<file path="src/rtl/ttt_move_ctrl.sv">
// Tic-tac-toe move controller: turns a position switch and button press into a
// one-hot cell write pulse while tracking occupancy, ownership and turn order.
module ttt_move_ctrl #(
  parameter int CELLS = 9,
  parameter int SEL_W = 4
) (
  input  logic             CLK,
  input  logic             RST_N,
  input  logic [SEL_W-1:0] POS_SW,
  input  logic             ENABLE,
  input  logic             CLEAR,
  output logic [CELLS-1:0] P_EN,
  output logic             MOVE_OK,
  output logic             MOVE_ERR,
  output logic [CELLS-1:0] OCC,
  output logic [CELLS-1:0] OWNER,
  output logic             PLAYER,
  output logic             FULL
);

  typedef enum logic [1:0] {
    IDLE = 2'd0,
    EVAL = 2'd1,
    HOLD = 2'd2
  } state_t;

  state_t           state, state_next;
  logic             en_q;
  logic [SEL_W-1:0] pos_q, pos_next;
  logic [CELLS-1:0] occ_next, owner_next, p_en_next;
  logic             player_next, ok_next, err_next;
  logic [CELLS-1:0] onehot;
  logic             legal;

  // Decode only real cells, so an out-of-range index yields an all-zero vector.
  always_comb begin
    onehot = '0;
    for (int i = 0; i < CELLS; i++) begin
      if (pos_q == SEL_W'(i)) onehot[i] = 1'b1;
    end
  end

  assign legal = (|onehot) && !(|(onehot & OCC));
  assign FULL  = &OCC;

  always_comb begin
    state_next  = state;
    pos_next    = pos_q;
    occ_next    = OCC;
    owner_next  = OWNER;
    player_next = PLAYER;
    p_en_next   = '0;
    ok_next     = 1'b0;
    err_next    = 1'b0;
    if (CLEAR) begin
      occ_next    = '0;
      owner_next  = '0;
      player_next = 1'b0;
      state_next  = HOLD;
    end else begin
      case (state)
        IDLE: begin
          if (ENABLE && !en_q) begin
            pos_next   = POS_SW;
            state_next = EVAL;
          end
        end
        EVAL: begin
          if (legal) begin
            p_en_next   = onehot;
            ok_next     = 1'b1;
            occ_next    = OCC | onehot;
            owner_next  = (OWNER & ~onehot) | (PLAYER ? onehot : '0);
            player_next = !PLAYER;
          end else begin
            err_next = 1'b1;
          end
          state_next = HOLD;
        end
        HOLD: begin
          if (!ENABLE) state_next = IDLE;
        end
        default: state_next = IDLE;
      endcase
    end
  end

  // en_q resets high so a button already held during reset is not a move.
  always_ff @(posedge CLK) begin
    if (!RST_N) begin
      state    <= IDLE;
      en_q     <= 1'b1;
      pos_q    <= '0;
      P_EN     <= '0;
      MOVE_OK  <= 1'b0;
      MOVE_ERR <= 1'b0;
      OCC      <= '0;
      OWNER    <= '0;
      PLAYER   <= 1'b0;
    end else begin
      state    <= state_next;
      en_q     <= ENABLE;
      pos_q    <= pos_next;
      P_EN     <= p_en_next;
      MOVE_OK  <= ok_next;
      MOVE_ERR <= err_next;
      OCC      <= occ_next;
      OWNER    <= owner_next;
      PLAYER   <= player_next;
    end
  end

endmodule

</file>
<file path="config.mk">
export PLATFORM = sky130hd
export DESIGN_NAME = ttt_move_ctrl
export DESIGN_NICKNAME = d
export VERILOG_FILES = /design/src/rtl/ttt_move_ctrl.sv
export SDC_FILE = /design/constraint.sdc
export NUM_CORES = 1
export LEC_CHECK = 0
export CORE_MARGIN = 2
export CORE_UTILIZATION = 60
export DETAILED_ROUTE_END_ITERATION = 8
export DONT_BUFFER_PORTS = 1
export PLACE_DENSITY = 0.76
export SLEW_MARGIN = 15
export SYNTH_ARGS = -nofsm -noshare
export SYNTH_HDL_FRONTEND = slang
export SYNTH_SLANG_ARGS = --single-unit
</file>
<file path="constraint.sdc">
create_clock -name CLK -period 4.2 [get_ports CLK]
set_clock_uncertainty 0.15 [all_clocks]
set_input_delay 0.21 -clock CLK [delete_from_list [all_inputs] [get_ports CLK]]
set_output_delay 0.21 -clock CLK [all_outputs]
set_load 0.05 [all_outputs]
</file>
; ---- Yosys cells after proc, flatten, opt, wreduce, memory -nomap -nowiden
; Index checks and enable logic that the tools add are counted.
[op_classes]
n_eq_ne = 14
n_bitwise = 9
n_mux = 16
reduce_logical = 17
[ops]
columns = cell, n
row1 = AND 9 bit, 2
row2 = OR 9 bit, 2
row3 = OR reduction 9 bit, 2
row4 = "equality test 4 x 3 -> 1 bit, second input constant", 4
row5 = 2-to-1 mux 1 bit, 11
row6 = 2-to-1 mux 9 bit, 1
row7 = inverter 9 bit, 1
row8 = AND reduction 9 bit, 1
row9 = "equality test 4 x 2 -> 1 bit, second input constant", 2
row10 = 2-to-1 mux 2 bit, 3
row11 = "!= test 3 bit, second input constant", 2
row12 = one-hot mux 2 bit (3 select lines), 1
row13 = AND reduction 2 bit, 3
row14 = "equality test 4 x 1 -> 1 bit, second input constant", 1
row15 = "equality test 4 bit, second input constant", 1
row16 = zero test 4 bit, 1
row17 = "!= test 2 bit, second input constant", 2
row18 = inverter 1 bit, 4
row19 = OR reduction 4 bit, 1
row20 = zero test 1 bit, 3
row21 = AND reduction 3 bit, 1
row22 = OR reduction 3 bit, 1
row23 = "equality test 2 x 1 -> 1 bit, second input constant", 1
row24 = "equality test 2 bit, second input constant", 1
row25 = 3 further kinds, 4
[word_totals]
ff_bits = 37
wordCells = 66
out_inout_bits = 31
in_bits = 8

; ---- Logic depth before layout (Yosys ltp)
; Gate-level depths: netlist of run 1.
[depth]
word_depth = 8
depth_mapped = 7
ltp_nobuf = 4

; ---- Least setup slack after synthesis of run 1
; Ideal clock, no wire load.
[synth_path]
path_kind = register to output
startpoint = register OCC[6]
endpoint = output port FULL
stages_incl_launch_ff = 3
setup_slack_ps = 1482
arrival_ps = 2358
required_ps = 3840
path_buffers = 0
path_cell_list = dfxtp_1 > nand4_1 > nor4_1
[synth_between]
elab_chain_len = 1
[synth_rtl]
columns = element, line_no
row1 = from (decl), 15  ; output logic [CELLS-1:0] OCC,
row2 = from (signal assigned), 107  ; OCC <= occ_next;
row3 = AND reduction 9 bit, 44  ; assign FULL = &OCC;
row4 = to (decl), 18  ; output logic FULL
; No other way between the ends.

; ---- Worst setup path after layout of run 1
[layout_path]
startpoint = register pos_q[2]
endpoint = register P_EN[5]
[layout_between]
elab_chain_len = 8
word_cells_on_any_way = 25
classes_between = 8 x eq/ne / 9 x mux / 2 x bitwise / 6 x reduce/logical
[layout_rtl]
columns = element, line_no
row1 = from (decl), 29  ; logic [SEL_W-1:0] pos_q, pos_next;
row2 = from (signal assigned), 103  ; pos_q <= pos_next;
row3 = "equality test 4 x 1 -> 1 bit, or another cell as far along", 39  ; if (pos_q == SEL_W'(i)) onehot[i] = 1'b1;
row4 = 2-to-1 mux 1 bit, 39
row5 = AND 9 bit, 43  ; assign legal = (|onehot) && !(|(onehot & OCC));
row6 = OR reduction 9 bit, 43
row7 = zero test 1 bit, 43
row8 = logical AND 1 bit, 43
row9 = inverter 1 bit (no source line), n/a
row10 = OR reduction 4 bit (no source line), n/a
row11 = to (signal assigned), 104  ; P_EN <= p_en_next;
row12 = to (decl), 12  ; output logic [CELLS-1:0] P_EN,
; Parallel ways exist; a longest one is shown, timed or not.
; A chain may end at the register's enable or synchronous reset.

==> metrics.md, run 1 <==
| Metric | Value |
|---|---|
| GP Congestion | `0.866` |
| Drt wl/cell | `17.0 um` |
| Synth Net Count | `158` |
| Slew at the pin with the worst max-slew slack | `1.11 ns` |
| Path type of the worst setup path | `register to register` |
| Total track usage | `24.5%` |
| Critical-path cell list | `or2_0 > nor3_1 > a2111o_1 > nor4_1` |
| Clk network pwr share | `43.9%` |
| Later-pin clock latency in the skew report | `0.34 ns` |
| Kind of end point of the critical path | `register` |
| Core box area | `2450 um^2` |
| Yosys reg bits | `37` |
| Area growth, synth to finish | `11.6%` |
| Sequential power share | `52.5%` |
| Global-route wire length before repair | `5030 um` |
| Post-route insts no fill | `187` |
| CP max-delay cell | `or2_0` |
| Gr ovfl total | `0` |
| Die width | `54.8 um` |
| Status | `completed` |
| Post-layout min period | `2.42 ns` |
| Combinational Power Share | `3.6%` |
| Post-Syn Area | `1550 um^2` |
| Unrepaired setup endpoints after global routing | `false` |
| Net Sw Frac | `19.6%` |
| Nets | `164` |
| Clock net sink count | `37` |
| Dpl ws | `1.86 ns` |
| Switch Pwr | `0.000134 W` |
| HP Class | `input pin to register` |
| H-tree depth | `2` |
| Avg Cell Area, Syn | `10.3 um^2` |
| YS warnings | `0` |
| Root Driver | `clkbuf_4` |
| 1st-pass router iterations | `4` |
| Die footprint | `3000 um^2` |
| Vias in the first global route | `1030` |
| Cells after DPL | `172` |
| Internal Power | `0.000547 W` |
| VDD IR max | `0.305 mV` |
| Worst endpoint required time | `4.29 ns` |
| LEAKAGE | `0.571 nW` |
| Initial antenna violation count | `0` |
| Antenna-violating nets left | `0` |
| Row cnt | `18` |
| # port buffers | `0` |
| Post-CTS setup buffers | `0` |
| Seq/Total Area, Yosys | `47.9%` |
| Arrival @ worst endpoint | `2.51 ns` |
| Vias per cell | `5.99` |
| CTS max path bufs | `2` |
| Vias | `1121` |
| Final setup margin | `1.78 ns` |
| Clock-pin slew on the worst setup and hold paths | `0.11 ns` |
| CP Launch Type | `register` |
| Height of the die | `54.8 um` |
| Commonest non-fill, non-tap cell in the layout | `dfxtp_1` |
| Slew Limit Fails | `0` |
| Largest net degree at the start of global routing | `25` |
| # IOs | `39` |
| Total CTS buffers | `5` |
| DRT iter0 DRCs | `24` |
| MaxCap Viol Count | `0` |
| Inserted Diodes | `0` |
| HPWL after detailed placement | `2230 um` |
| Final setup vio count | `0` |
| F_max | `0.413 GHz` |
| DRC errors left | `0` |
| Critical Path Max Stage Delay | `0.59 ns` |
| Routed WL | `3170 um` |
| Initial core utilization | `63.0%` |
| Most frequent cells in the layout | `dfxtp_1 (37), mux2i_1 (16), nor2_1 (15)` |
| Crit share post-route | `57.6%` |
| PD cells | `395 nW/um^2` |
| Fin. Hold Viols | `0` |
| Synth cell types | `34` |
| Syn Inst Count | `150` |
| Slew HR | `26.2%` |
| CTS tree | `built` |
| CP delay by family, top | `simple AND/OR/NAND/NOR gates` |
| WP buf/inv | `0` |
| Worst-path fanout max | `11` |
| Share of cells above drive strength 1 | `14.0%` |
| Setup_tns | `0 ns` |
per-stage QoR:
step / cell area, um^2 / hold WS (ns) / util, % / power [W]
2_1_floorplan: 1550 / 0.133 / - / 0.000381
3_3_place_gp: 1550 / 0.138 / 63.3 / 0.000382
3_5_place_dp: 1550 / 0.140 / 63.3 / 0.000383
4_1_cts: 1730 / 0.0302 / 70.3 / 0.000682
5_1_grt: 1730 / 0.0519 / 70.3 / 0.000699
6_report: 1730 / 0.0357 / 70.3 / 0.000681
cells in the mapped netlist:
library cell | number | area [um^2]
nor2_1 | 15 | 56.3
clkbuf_1 | 5 | 18.8
nor3b_2 | 1 | 12.5
or2_0 | 1 | 6.26
o21ai_0 | 1 | 5.00
o32ai_1 | 1 | 8.76
nand3_1 | 3 | 15.0
a21oi_1 | 5 | 25.0
mux2i_1 | 16 | 160
o21a_1 | 3 | 22.5
nor4_4 | 1 | 21.3
nor4_2 | 7 | 87.6
o41ai_4 | 1 | 27.5
nor4_1 | 2 | 12.5
nor3_1 | 4 | 20.0
nand4bb_1 | 2 | 22.5
inv_1 | 8 | 30.0
nand4_1 | 3 | 18.8
o2111ai_1 | 4 | 35.0
o31a_1 | 1 | 8.76
buf_2 | 3 | 15.0
a31oi_1 | 2 | 12.5
dfxtp_1 | 37 | 741
nor2b_1 | 6 | 37.5
nor4b_1 | 1 | 8.76
or3_1 | 1 | 6.26
a2111o_1 | 1 | 11.3
nor4b_2 | 1 | 15.0
nand2b_1 | 7 | 43.8
or2_2 | 1 | 6.26
and2_1 | 1 | 6.26
nand2_1 | 3 | 11.3
buf_6 | 1 | 11.3
a211oi_1 | 1 | 7.51
power groups by stage:
stage / Sequential, W / Clock (W) / Combinational, W
4_1_cts: 0.000357 / 0.000301 / 0.0000237
6_report: 0.000358 / 0.000299 / 0.0000242
5_1_grt: 0.000358 / 0.000314 / 0.0000260
3_3_place_gp: 0.000365 / 0 / 0.0000171
3_5_place_dp: 0.000365 / 0 / 0.0000175
2_1_floorplan: 0.000363 / 0 / 0.0000171
worst register-to-register path: stages (launching register included):
cell and delay, ns:
dfxtp_1 0.55, or2_0 0.59, nor3_1 0.16, a2111o_1 0.57, nor4_1 0.31
area by class of cell:
| type | count | area (um^2) |
|---|---|---|
| inverter | 8 | 30.0 |
| multi-input combinational | 96 | 738 |
| timing repair buffer | 8 | 77.6 |
| clock inverter | 3 | 65.1 |
| sequential | 37 | 741 |
| clock buffer | 5 | 37.5 |
| fill | 176 | 728 |
| tap | 30 | 37.5 |
what timing repair did:
| item | CTS | global route |
|---|---|---|
| resized for setup | 0 | 0 |
| hold endpoints to repair | 11 | 0 |
| hold buffers | 7 | 0 |
cell families (layout without fill, tap and decap cells):
family,after synthesis,count (layout),share of synthesized area (%)
flops,37,37,47.9
mux,16,16,10.3
simple gates,60,60,26.4
compound gates,20,20,10.6
buf+inv,17,24,4.85
per-layer routing:
| layer | global-route usage (%) | vias up | wire [um] |
|---|---|---|---|
| met5 | 0 | - | 0 |
| met4 | 13.3 | 0 | 93 |
| met3 | 6.83 | 10 | 148 |
| met2 | 31.5 | 31 | 1350 |
| met1 | 35.7 | 526 | 1580 |
| li1 | - | 554 | - |
worst paths after layout:
check                start        to  slack [ns]  cells after the start
setup reg to reg  pos_q[2]   P_EN[5]        1.78                      4
setup / recovery  pos_q[2]   P_EN[5]        1.78                      4
hold reg to reg       en_q  state[0]        0.50                      2
hold / removal      ENABLE  state[1]        0.04                      3
Note: power is estimated with default switching activity, not from simulation.
==> run 2, diff against run 1 <==
- CORE_UTILIZATION: 60 -> 55
- PLACE_DENSITY: 0.76 -> 0.73
- clock period: 4.2 -> 2 ns (I/O delays scaled with it)
==> run 2 against run 1 <==
  * Utilization increased by 2.1 points
  * First-iteration DRC count increased by 54%
  * Via count increased by 10%
  * Critical path depth increased by 2
  * Setup slack got worse by 1.7 ns
  * Wire length increased by 4.1%
  * Sequential power increased by 110%
  * Combinational power increased to 2.6 times the previous value
  * Critical path type unchanged
  * Largest power group unchanged
  * Highest routed layer unchanged
==> metrics.md, run 2 (synthesis results as in run 1) <==
| Metric | Value |
|---|---|
| Status | `completed` |
| Drt wl/cell | `15.3 um` |
| HPWL after detailed placement | `2440 um` |
| MaxCap Viol Count | `0` |
| Fin. Hold Viols | `0` |
| HP Class | `input pin to register` |
| Vias | `1237` |
| GP Congestion | `0.890` |
| Root Driver | `clkbuf_4` |
| Total CTS buffers | `5` |
| Global-route wire length before repair | `5350 um` |
| Post-layout min period | `1.93 ns` |
| # port buffers | `0` |
| R2R cell count | `6` |
| Share of cells above drive strength 1 | `29.2%` |
| PD cells | `731 nW/um^2` |
| Final setup vio count | `0` |
| CTS tree | `built` |
| Commonest non-fill, non-tap cell in the layout | `dfxtp_1` |
| F_max | `0.518 GHz` |
| Gr ovfl total | `0` |
| Unrepaired setup endpoints after global routing | `false` |
| Worst-path fanout max | `9` |
| Worst setup path startpoint | `pos_q[0]` |
| Worst R2R End | `P_EN[1]` |
| VDD IR max | `0.793 mV` |
| Later-pin clock latency in the skew report | `0.33 ns` |
| CP Launch Type | `register` |
| Slew at the pin with the worst max-slew slack | `0.802 ns` |
| Row cnt | `19` |
| Slew Limit Fails | `0` |
| Nets | `192` |
| LEAKAGE | `0.734 nW` |
| Height of the die | `57.0 um` |
| Initial core utilization | `57.1%` |
| Area growth, synth to finish | `26.9%` |
| Total track usage | `21.5%` |
| Die footprint | `3250 um^2` |
| Routed WL | `3300 um` |
| Most frequent cells in the layout | `dfxtp_1 (33), buf_4 (27), nor2_1 (15), mux2i_1 (15)` |
| Vias in the first global route | `1155` |
| Clock net sink count | `37` |
| DRT iter0 DRCs | `37` |
| Kind of end point of the critical path | `register` |
| Die width | `57.0 um` |
| # IOs | `39` |
| Largest net degree at the start of global routing | `17` |
| Setup_tns | `0 ns` |
| Critical Path Sink | `P_EN[1]` |
| H-tree depth | `2` |
| Clock-pin slew on the worst setup and hold paths | `0.11 ns` |
| Origin of the critical flop-to-flop path | `pos_q[0]` |
| Path type of the worst setup path | `register to register` |
| Worst endpoint required time | `2.10 ns` |
| Layout Utilization | `72.5%` |
| CTS max path bufs | `2` |
| Final Total Pwr | `0.00144 W` |
| Slew HR | `46.5%` |
| Flop2flop setup slack | `0.07 ns` |
| Antenna-violating nets left | `0` |
| Arrival @ worst endpoint | `2.03 ns` |
| Core box area | `2710 um^2` |
| 1st-pass router iterations | `4` |
| DRC errors left | `0` |
| Crit share post-route | `96.6%` |
| Initial antenna violation count | `0` |
| Vias per cell | `5.73` |
| Inserted Diodes | `0` |
[run 2: stage by stage]
| stage | area, um^2 | cells | hold slack (ns) | worst slack (ns) |
|---|---|---|---|---|
| after CTS | 1940 | 215 | 0.103 | 0.0666 |
| after detailed placement | 1760 | 199 | 0.0396 | 0.0156 |
| after global placement | 1760 | 199 | 0.0268 | 0.0853 |
| after floorplan | 1560 | 150 | 0.0230 | 0.0800 |
| after global routing | 1960 | 216 | 0.125 | 0.0149 |
| final | 1960 | 216 | 0.111 | 0.0678 |
[run 2: timing repair]
item                       4_1_cts  5_1_grt
setup buffers                    0        1
hold buffers                     8        0
resized for setup                1        5
setup endpoints to repair        5        2
pin swaps                        0        1
hold endpoints to repair        13        0
[run 2: metal layers]
metal  GRT usage (%)  routed length [um]  vias up
li1                -                   -      603
met1            26.8                1420      582
met2            33.0                1570       45
met3            7.71                 251        7
met4            10.6                  57        0
met5               0                   0        -
[run 2: worst min path at each step]
stage,cells after the start,endpoint,from,slack [ns]
finish,4,state[0],ENABLE,0.11
detailed placement,1,en_q,RST_N,0.04
floorplan,1,en_q,RST_N,0.02
global placement,1,en_q,RST_N,0.03
global route,4,state[0],ENABLE,0.13
CTS,4,state[0],ENABLE,0.10
[run 2: cell type report]
type | count | area [um^2]
repair buffers | 36 | 294
flip-flops and latches | 37 | 748
multi-input cells | 96 | 751
clock buffers | 5 | 37.5
fillers | 211 | 746
clock inverters | 3 | 65.1
inverters | 8 | 30.0
well taps | 31 | 38.8
[run 2: worst max-delay path, stage by stage, from the launching register on]
cell,delay (ns)
dfxtp_4,0.40
buf_4,0.15
mux2i_2,0.23
nor3_1,0.09
a2111o_1,0.46
buf_6,0.18
nor4_4,0.19
[run 2: where the power goes]
| group | total, W | internal, W | switching (W) | leakage, nW |
|---|---|---|---|---|
| Clock | 0.000624 | 0.000387 | 0.000237 | 0.0552 |
| Sequential | 0.000747 | 0.000740 | 0.00000695 | 0.301 |
| Combinational | 0.0000641 | 0.0000302 | 0.0000339 | 0.378 |
==> run 3, diff against run 2 <==
- CTS_BUF_LIST: unset -> sky130_fd_sc_hd__clkbuf_16
==> run 3 against run 2 <==
  * Setup slack improved by 0.026 ns
  * Wire length increased by 3.7%
  * Hold slack got worse by 0.084 ns
  * Clock power increased by 59%
  * Critical endpoint unchanged
==> metrics.md, run 3 (synthesis results as in run 1) <==
| Metric | Value |
|---|---|
| Largest net degree at the start of global routing | `17` |
| Dpl ws | `0.0156 ns` |
| CP Launch Type | `register` |
| Combinational Power Share | `3.5%` |
| Met3 GRT Util | `8.39%` |
| LEAKAGE | `0.770 nW` |
| Flop2flop setup slack | `0.09 ns` |
| Slew HR | `45.6%` |
| Clock-pin slew on the worst setup and hold paths | `0.05 ns` |
| Met2 usage | `34.5%` |
| DRT iter0 DRCs | `30` |
| Internal Power | `0.00148 W` |
| DRC errors left | `0` |
| Core box area | `2710 um^2` |
| Fin. Hold Viols | `0` |
| Crit share post-route | `95.3%` |
| Commonest non-fill, non-tap cell in the layout | `dfxtp_1` |
| Arrival @ worst endpoint | `1.95 ns` |
| Slew Limit Fails | `0` |
| R2R cell count | `6` |
| Routed WL | `3420 um` |
| Initial antenna violation count | `0` |
| Vias in the first global route | `1179` |
| Critical-path cell list | `buf_6 > mux2i_2 > nor3_1 > a2111o_1 > buf_6 > nor4_4` |
| Worst-path fanout max | `6` |
| CTS tree | `built` |
| CP delay by family, top | `compound AO/OA/AOI/OAI gates` |
| Clk network pwr share | `55.0%` |
| GP Congestion | `0.890` |
| Height of the die | `57.0 um` |
| Inserted Diodes | `0` |
| Gr ovfl total | `0` |
| VDD IR max | `0.786 mV` |
| Origin of the critical flop-to-flop path | `pos_q[0]` |
| Setup_tns | `0 ns` |
| Vias | `1234` |
| PD cells | `879 nW/um^2` |
| # port buffers | `0` |
| Post-layout min period | `1.91 ns` |
| HPWL after detailed placement | `2440 um` |
| Initial core utilization | `57.1%` |
| WHS Path Cells | `3` |
| MaxCap Viol Count | `0` |
| Path type of the worst setup path | `register to register` |
| Status | `completed` |
| Net Sw Frac | `17.9%` |
| Worst endpoint required time | `2.04 ns` |
| Worst R2R End | `P_EN[1]` |
| Drt wl/cell | `15.8 um` |
| Most frequent cells in the layout | `dfxtp_1 (34), buf_4 (26), nor2_1 (15), mux2i_1 (15), inv_1 (8)` |
| Top cell by count, worst path | `buf_6` |
| Unrepaired setup endpoints after global routing | `false` |
| Later-pin clock latency in the skew report | `0.28 ns` |
| Fillers | `201` |
| Kind of end point of the critical path | `register` |
| Critical Path Sink | `P_EN[1]` |
| Area growth, synth to finish | `32.6%` |
| Share of cells above drive strength 1 | `29.7%` |
| Total track usage | `22.5%` |
| Vias per cell | `5.71` |
| Row cnt | `19` |
| Final setup margin | `0.0940 ns` |
| Critical Path Stages | `6` |
| Switch Pwr | `0.000323 W` |
| Critical Path Max Stage Delay | `0.47 ns` |
| Total CTS buffers | `5` |
| F_max | `0.525 GHz` |
| CTS max path bufs | `2` |
| GR Util met1 | `28.6%` |
| Die width | `57.0 um` |
| Slew at the pin with the worst max-slew slack | `0.816 ns` |
| # IOs | `39` |
| CP max-delay cell | `a2111o_1` |
| Busiest grt layer | `met2` |
| Hold WS | `0.0275 ns` |
| Clock net sink count | `37` |
| Worst setup path startpoint | `pos_q[0]` |
| Antenna-violating nets left | `0` |
| Sequential power share | `41.5%` |
| Global-route wire length before repair | `5530 um` |
| 1st-pass router iterations | `4` |
| Nets | `192` |
| HP Class | `input pin to register` |
| Final setup vio count | `0` |
| H-tree depth | `2` |
| WP buf/inv | `2` |
| Root Driver | `clkbuf_16` |
| Die footprint | `3250 um^2` |
## run 3: cell types whose count changed in the layout (fill, tap and decap cells not counted), sizes merged
cell / change
dlygate4sd3: -1
buf: +1
## run 3: per-layer routing
layer,routed length (um),share of wire (%)
met5,0,0
met4,73,2.1
met3,256,7.5
met2,1600,47
met1,1500,44
## run 3: stage by stage
stage	power, W	std cells	instance area [um^2]	util [%]
2_1_floorplan	0.000799	150	1560	-
3_3_place_gp	0.000810	199	1760	65.0
3_5_place_dp	0.000812	199	1760	65.0
4_1_cts	0.00182	214	2020	74.6
5_1_grt	0.00184	216	2050	75.7
6_report	0.00180	216	2050	75.7
## run 3: worst reg2reg max path, cell delays in order (launching register included)
cell	delay, ns
dfxtp_4	0.39
buf_6	0.13
mux2i_2	0.23
nor3_1	0.10
a2111o_1	0.47
buf_6	0.17
nor4_4	0.18
## run 3: final cells by class
cell class	count	area, um^2	share of cell area [%]
tap	31	38.8	1.89
multi-input combinational	96	753	36.7
timing repair buffer	36	293	14.3
clock buffer	5	125	6.10
inverter	8	30.0	1.46
clock inverter	3	65.1	3.17
sequential	37	747	36.4
## run 3: repair_timing
action | 4_1_cts | 5_1_grt
gates cloned | 0 | 1
pin swaps | 0 | 1
endpoints found under the setup margin | 5 | 8
endpoints found under the hold margin | 13 | 0
gates resized for setup | 1 | 6
buffers inserted | 0 | 1
hold buffers | 7 | 0
## run 3: how the worst min path moves through the flow
stage	startpoint	end	slack, ns
floorplan	RST_N	en_q	0.02
finish	ENABLE	state[1]	0.03
CTS	ENABLE	state[1]	0.02
global placement	RST_N	en_q	0.03
detailed placement	RST_N	en_q	0.04
global route	ENABLE	state[1]	0.05
## run 3: power groups by stage
stage	clock network [W]	registers, W	logic, W
after floorplan	0	0.000763	0.0000359
after global placement	0	0.000764	0.0000458
after detailed placement	0	0.000765	0.0000474
after CTS	0.00101	0.000749	0.0000605
after global routing	0.00103	0.000748	0.0000680
final	0.000993	0.000748	0.0000627
